==> config.mk <==
export PLATFORM = sky130hd
export DESIGN_NAME = mem_access_unit
export DESIGN_NICKNAME = d
export VERILOG_FILES = /design/src/rtl/mem_access_unit.sv
export SDC_FILE = /design/constraint.sdc
export NUM_CORES = 1
export LEC_CHECK = 0
export BUFFER_PORTS_ARGS = -buffer_cell sky130_fd_sc_hd__buf_2
export CAP_MARGIN = 20
export CORE_UTILIZATION = 53
export DETAILED_ROUTE_END_ITERATION = 8
export GPL_ROUTABILITY_DRIVEN = 0
export PLACE_DENSITY = 0.82
export SYNTH_ARGS = -nofsm -noshare
export SYNTH_HDL_FRONTEND = slang
export SYNTH_SLANG_ARGS = --single-unit
export TNS_END_PERCENT = 20
==> constraint.sdc <==
create_clock -name clk -period 6.75 [get_ports clk]
set_clock_uncertainty 0.05 [all_clocks]
set_input_delay 0.675 -clock clk [delete_from_list [all_inputs] [get_ports clk]]
set_output_delay 0.675 -clock clk [all_outputs]
set_load 0.02 [all_outputs]
==> src/rtl/mem_access_unit.sv <==
// mem_access_unit: MEM-stage load/store engine. Turns the held EX/MEM
// control/data into a valid/ready memory request, waits for load data,
// formats it, and stalls the front of the pipeline while an access is open.
// Non-memory instructions pass straight through to the write-back registers.
module mem_access_unit #(
    parameter int unsigned TIMEOUT = 255
) (
    input  logic        clk,
    input  logic        rst,
    input  logic        RegWrite_in,
    input  logic        MemtoReg_in,
    input  logic        MemRead_in,
    input  logic        MemWrite_in,
    input  logic [31:0] alu_result_in,
    input  logic [31:0] rs2_data_in,
    input  logic [4:0]  rd_in,
    input  logic [2:0]  funct3_in,
    output logic        stall,
    output logic        req_valid,
    output logic        req_we,
    output logic [31:0] req_addr,
    output logic [31:0] req_wdata,
    output logic [3:0]  req_be,
    input  logic        req_ready,
    input  logic        rsp_valid,
    input  logic [31:0] rsp_rdata,
    output logic        wb_RegWrite,
    output logic        wb_MemtoReg,
    output logic [4:0]  wb_rd,
    output logic [31:0] wb_data,
    output logic        fault
);

    typedef enum logic [1:0] {IDLE, REQ, WAIT, DONE} state_t;

    // A limit of zero disables the response timeout.
    localparam logic [15:0] TO_LIM = 16'(TIMEOUT);

    state_t      state, state_nxt;
    logic [15:0] wait_cnt;
    logic        failed;
    logic [31:0] load_buf;
    logic        mem_op;
    logic        is_write;
    logic        bad;
    logic        timeout_hit;

    // Illegal size/sign encodings and misaligned addresses; bytes never misalign.
    function automatic logic access_bad(input logic [2:0] f3, input logic wr,
                                        input logic [1:0] off);
        logic b;
        case (f3)
            3'b000:  b = 1'b0;
            3'b001:  b = off[0];
            3'b010:  b = (off != 2'b00);
            3'b100:  b = wr;
            3'b101:  b = wr | off[0];
            default: b = 1'b1;
        endcase
        return b;
    endfunction

    // Pick the addressed lane out of the load word and extend it.
    function automatic logic [31:0] fmt_load(input logic [2:0] f3, input logic [1:0] off,
                                             input logic [31:0] word);
        logic [31:0]        lane;
        logic signed [7:0]  b8;
        logic signed [15:0] h16;
        logic [31:0]        r;
        lane = word >> {off, 3'b000};
        b8   = lane[7:0];
        h16  = lane[15:0];
        case (f3)
            3'b000:  r = 32'(b8);
            3'b001:  r = 32'(h16);
            3'b100:  r = {24'd0, lane[7:0]};
            3'b101:  r = {16'd0, lane[15:0]};
            default: r = word;
        endcase
        return r;
    endfunction

    // Both MemRead and MemWrite set is treated as a read.
    assign mem_op      = MemRead_in | MemWrite_in;
    assign is_write    = MemWrite_in & ~MemRead_in;
    assign bad         = mem_op & access_bad(funct3_in, is_write, alu_result_in[1:0]);
    assign timeout_hit = (TO_LIM != 16'd0) && ((wait_cnt + 16'd1) == TO_LIM);

    // Hold the pipeline while an access is accepted but not yet finished.
    assign stall = rst & (((state == IDLE) & mem_op & ~bad) | (state == REQ) | (state == WAIT));

    // State register.
    always_ff @(posedge clk or negedge rst) begin
        if (!rst) state <= IDLE;
        else      state <= state_nxt;
    end

    // Next-state decision.
    always_comb begin
        state_nxt = state;
        case (state)
            IDLE:    if (mem_op && !bad) state_nxt = REQ;
            REQ:     if (req_ready) state_nxt = is_write ? DONE : WAIT;
            WAIT:    if (rsp_valid || timeout_hit) state_nxt = DONE;
            DONE:    state_nxt = IDLE;
            default: state_nxt = IDLE;
        endcase
    end

    // Request fields, driven only in REQ and stable because EX/MEM is held.
    always_comb begin
        req_valid = 1'b0;
        req_we    = 1'b0;
        req_addr  = 32'd0;
        req_wdata = 32'd0;
        req_be    = 4'b0000;
        if (state == REQ) begin
            req_valid = 1'b1;
            req_addr  = {alu_result_in[31:2], 2'b00};
            req_be    = 4'b1111;
            if (is_write) begin
                req_we = 1'b1;
                case (funct3_in[1:0])
                    2'b00: begin
                        req_be    = 4'b0001 << alu_result_in[1:0];
                        req_wdata = {4{rs2_data_in[7:0]}};
                    end
                    2'b01: begin
                        req_be    = alu_result_in[1] ? 4'b1100 : 4'b0011;
                        req_wdata = {2{rs2_data_in[15:0]}};
                    end
                    default: begin
                        req_be    = 4'b1111;
                        req_wdata = rs2_data_in;
                    end
                endcase
            end
        end
    end

    // Timeout counter, failure flag, fault pulse and load capture.
    always_ff @(posedge clk or negedge rst) begin
        if (!rst) begin
            wait_cnt <= 16'd0;
            failed   <= 1'b0;
            fault    <= 1'b0;
            load_buf <= 32'd0;
        end else begin
            fault <= 1'b0;
            case (state)
                IDLE: begin
                    failed <= 1'b0;
                    if (bad) fault <= 1'b1;
                end
                REQ: if (req_ready) wait_cnt <= 16'd0;
                WAIT: begin
                    if (rsp_valid) begin
                        load_buf <= fmt_load(funct3_in, alu_result_in[1:0], rsp_rdata);
                    end else if (timeout_hit) begin
                        fault  <= 1'b1;
                        failed <= 1'b1;
                    end else begin
                        wait_cnt <= wait_cnt + 16'd1;
                    end
                end
                default: ;
            endcase
        end
    end

    // Write-back registers: pass-through, bubbles while busy, load result in DONE.
    always_ff @(posedge clk or negedge rst) begin
        if (!rst) begin
            wb_RegWrite <= 1'b0;
            wb_MemtoReg <= 1'b0;
            wb_rd       <= 5'd0;
            wb_data     <= 32'd0;
        end else begin
            case (state)
                IDLE: begin
                    if (!mem_op) begin
                        wb_RegWrite <= RegWrite_in;
                        wb_MemtoReg <= MemtoReg_in;
                        wb_rd       <= rd_in;
                        wb_data     <= alu_result_in;
                    end else begin
                        wb_RegWrite <= 1'b0;
                    end
                end
                DONE: begin
                    if (MemRead_in && !failed) begin
                        wb_RegWrite <= RegWrite_in;
                        wb_MemtoReg <= MemtoReg_in;
                        wb_rd       <= rd_in;
                        wb_data     <= load_buf;
                    end else begin
                        wb_RegWrite <= 1'b0;
                        wb_data     <= 32'd0;
                    end
                end
                default: wb_RegWrite <= 1'b0;
            endcase
        end
    end

endmodule

# Word level (Yosys, flattened, before mapping)
# Cells that the tools add are included.
[classes] n_addsub=1 multipliers=0 div_mod_pow=0 order_cmp=0 eq_ne=17 n_shift=2 muxes=41 n_bitwise=11 n_reduce_logical=18
[ops] operator="two-way mux 32 bit" count=5
[ops] operator="one-hot mux 32 bit (2 select lines)" count=2
[ops] operator="one-hot mux 32 bit (4 select lines)" count=1
[ops] operator="two-way mux 16 bit" count=3
[ops] operator="one-hot mux 16 bit (2 select lines)" count=1
[ops] operator="right shift 32 x 5 -> 16 bit" count=1
[ops] operator="adder 16 x 1 -> 16 bit, second input constant" count=1
[ops] operator="equality test 16 x 8 -> 1 bit, second input constant" count=1
[ops] operator="two-way mux 1 bit" count=13
[ops] operator="two-way mux 4 bit" count=3
[ops] operator="inequality test 2 bit, second input constant" count=6
[ops] operator="two-way mux 5 bit" count=2
[ops] operator="one-hot mux 5 bit (2 select lines)" count=1
[ops] operator="AND reduction 3 bit" count=3
[ops] operator="one-hot mux 1 bit (2 select lines)" count=4
[ops] operator="one-hot mux 2 bit (4 select lines)" count=1
[ops] operator="one-hot mux 4 bit (2 select lines)" count=1
[ops] operator="nonzero test 2 bit" count=4
[ops] operator="equality test 3 bit, second input constant" count=2
[ops] operator="two-way mux 2 bit" count=3
[ops] operator="AND 1 bit" count=5
[ops] operator="one-hot mux 1 bit (5 select lines)" count=1
[ops] operator="equality test 2 x 1 -> 1 bit, second input constant" count=2
[ops] operator="equality test 2 bit, second input constant" count=2
[ops] operator="other kinds (13)" count=22
[word_totals] reg_bits=91 latchBits=0 mem_bits_rw=0 rom_bits=0 in_bits=112 out_inout_bits=111 elab_cells=99 mem_count=0

# Longest topological paths before layout
[depth] depth_word=10 mapped_depth=10 depth_no_buf=8

# Least setup slack after synthesis
# No wires, ideal clock.
[synth_timing] path_kind="input to output" start="in alu_result_in[1]" end="out req_be[2]" t_arrival_ps=2087 required_time_ps=6025 setup_slack_ps=3938 path_stages=5 path_buffers=3 path_cell_list="clkbuf_1 -> clkbuf_1 -> clkbuf_1 -> o21ai_0 -> a21boi_0"
[synth_between] elab_chain_cells=4 elab_cells_between_ends=5
[synth_rtl] item="start, declared" line="14" text="input logic [31:0] alu_result_in,"
[synth_rtl] item="two-way mux 4 bit / << shifter 1 x 2 -> 4 bit (equally long branches)" line="129, 125"
[synth_rtl] item="one-hot mux 4 bit (2 select lines) (*)" line="123" text="case (funct3_in[1:0])"
[synth_rtl] item="two-way mux 4 bit (*)" line="121" text="if (is_write) begin"
[synth_rtl] item="two-way mux 4 bit (*)" line="117" text="if (state == REQ) begin"
[synth_rtl] item="end, declared" line="23" text="output logic [3:0] req_be,"
# Mark *: on every way between the ends. The rest lies on a longest branch, timed or not.

# Worst setup path in the final report
[layout_timing] start="in MemRead_in" end="out req_wdata[9]"
[layout_between] elab_chain_cells=4
[layout_rtl] item="start, declared" line="12" text="input logic MemRead_in,"
[layout_rtl] item="NOT 1 bit" line="85" text="assign is_write = MemWrite_in & ~MemRead_in;"
[layout_rtl] item="AND 1 bit" line="85"
[layout_rtl] item="two-way mux 32 bit" line="121"
[layout_rtl] item="two-way mux 32 bit" line="117"
[layout_rtl] item="end, declared" line="22" text="output logic [31:0] req_wdata,"
# Every way passes these cells.

==> metrics.csv <==
stage,metric,value,unit
synth,yosys_warnings,0,
drt,drt_wl_total,16.9,mm
timing,drv_slew,0,
timing,min_period,3260,ps
floorplanning,fp.dieW,105,um
global_route,overflow,0,
synth,synthCells,680,
cts,cts_hold_buf,0,
drt,wl_per_cell,16.7,um
timing,setup-tns-final,0,ps
final_layout,drive_gt1_share,31.2,%
min_path,hold_path.class,in2async,
synth,synthMostInstantiatedCell,a21oi_1,
floorplanning,fp-row-count,37,
synth,synth_area_leaders,"dfrtp_1 (40%), a21oi_1 (8.2%), nor2_1 (5.4%)",
setup_path,end_kind,primary output,
setup_path,crit_fanout,26,
cts,htreeDepth,3,
floorplanning,die_area,0.0111,mm^2
timing,rsz0062_at_grt,no,
synth,synth_edf_count,0,
timing,period_share,48.2,%
timing,hold_viol,0,
place,place_ws,3550,ps
status,status,completed,
final_layout,fill_cells,839,
pwr,vdd_drop_max,228,uV
timing,setup_viol_count_final,0,
global_route,antenna_found_initial,2,
floorplanning,initial_core_util,54.9,%
synth,synth-seq-area-share,40.2,%
place,port-buffer-count,220,
synth,yosys.area.top_type,dfrtp_1,
global_route,grt_pass1_vias,5434,
cts,clk_latency,370,ps
cts,post_cts_resized,0,
pwr,total_power,2.58,mW
synth,synth-main-ff-cell,dfrtp_1,
drt,vias_per_cell,5.85,
floorplanning,die_height,105,um
setup_path,cp.arrival,2530,ps
global_route,grt_max_degree,74,
global_route,grt_use_total,30.2,%
synth,synth-seq-cells,91,
final_layout,areaGrowthSynthToFinish,23.5,%
timing,fin_hold_ws,113,ps
timing,fin_ws,3490,ps
cts,clk_pin_slew,90,ps
cts,clock_sinks,91,
synth,synth.cells.most_frequent,"a21oi_1 (93), dfrtp_1 (91), nor2_1 (81)",
drt,first_pass_iters,5,
global_route,grt_pass1_wl,26.4,mm
setup_path,crit_type,in2out,
cts,cts_made_buffers,9,
cts,cts_root_buf,clkbuf_8,
setup_path,cp-start-kind,input pin,
setup_path,worstPathRequired,6020,ps
synth,synthArstFlopShare,100,%
drt,antenna_left,0,
run,cap_violations,0,
final_layout,fin_nets,984,
place,hpwl,12.3,mm
cts,post_cts_buffers,0,
timing,fmax,307,MHz
drt,vias,5902,
synth,avgSynthCellArea,8.33,um^2
pwr,p_leak,3.62,nW
drt,drc,0,
floorplanning,core,0.0103,mm^2
cts,cts_tree,yes,
synth,synth_top_area_share,40.2,%
final_layout,fin_util,67.7,%
pwr,p_per_area,369,mW/mm^2
synth,synthesis.area,0.00566,mm^2
drt,drt_iter0_drc,512,
cts,clk_path_buf_depth,2,
timing,maxSlewHeadroom,33.5,%
synth,synth_cell_types,58,
timing,tightest_slew,996,ps
floorplanning,num_io_pins,223,
-- cells by family (layout without fill, tap and decap cells) --
kind of cell | count (synthesis) | count (layout) | share of synthesized area [%]
xor+xnor | 4 | 4 | 0.619
fa+ha+maj | 6 | 6 | 1.33
mux | 43 | 43 | 8.13
other cells | 1 | 4 | 0.0662
simple gates | 228 | 228 | 19.5
flops | 91 | 91 | 40.2
buf+inv | 103 | 293 | 7.22
compound gates | 204 | 204 | 23.0
-- layout by cell type (no fill, tap or decap), types with 13 or more instances in the layout --
cell type,netlist,final
and2_1,33,33
mux2_2,13,13
a221oi_1,33,33
inv_1,50,50
nand2_1,58,58
o21ai_0,38,38
dfrtp_1,91,91
a21oi_1,93,93
nor2_1,81,80
buf_2,3,219
mux2i_1,28,27
-- cell type report --
cell class / instances / area [um^2] / area share, %
multi-input combinational: 487 / 3000 / 42.8
clock inverter: 4 / 25.0 / 0.358
inverter: 50 / 188 / 2.68
sequential: 91 / 2280 / 32.6
clock buffer: 12 / 155 / 2.22
timing repair buffer: 227 / 1180 / 16.8
antenna: 2 / 5.00 / 0.0716
tap: 136 / 170 / 2.43
-- worst paths after layout --
path	start	end	slack [ps]	cells after the start
min in group clk	load_buf[8]	load_buf[8]	440	2
setup reg to reg	wait_cnt[0]	wait_cnt[2]	4030	8
hold reg to reg	load_buf[8]	load_buf[8]	440	2
hold / removal	rst	wb_data[2]	110	1
setup / recovery	MemRead_in	req_wdata[9]	3490	5
max in group asynchronous	rst	wb_data[7]	5320	2
-- flip-flops by register name (all words and copies together) (netlist names) --
signal       count
fault            1
load_buf        32
wb_MemtoReg      1
wb_RegWrite      1
failed           1
state            2
wb_rd            5
wait_cnt        16
wb_data         32
-- metal layers --
metal	GRT usage, %	part of all wire, %	vias up
met5	0	0	-
met4	14.3	2.9	0
met3	3.40	7.0	33
met2	52.9	51	332
met1	37.3	39	2797
li1	-	-	2740
-- stage by stage --
| stage | cells | area (um^2) |
|---|---|---|
| global placement | 989 | 6770 |
| detailed placement | 989 | 6770 |
| floorplan | 681 | 5670 |
| finish | 1009 | 6990 |
| global route | 1009 | 6990 |
| CTS | 1005 | 6950 |
-- report_power, final --
part / switching (mW) / total, mW / internal [mW]
Combinational: 0.850 / 1.32 / 0.474
Clock: 0.196 / 0.349 / 0.153
Sequential: 0.138 / 0.911 / 0.772
-- critical path, cell delays in order --
cell	delay [ps]
buf_2	110
nor2b_1	550
nand2_1	660
a21oi_1	320
buf_2	210
No activity file was read; power rests on OpenSTA's default activity.
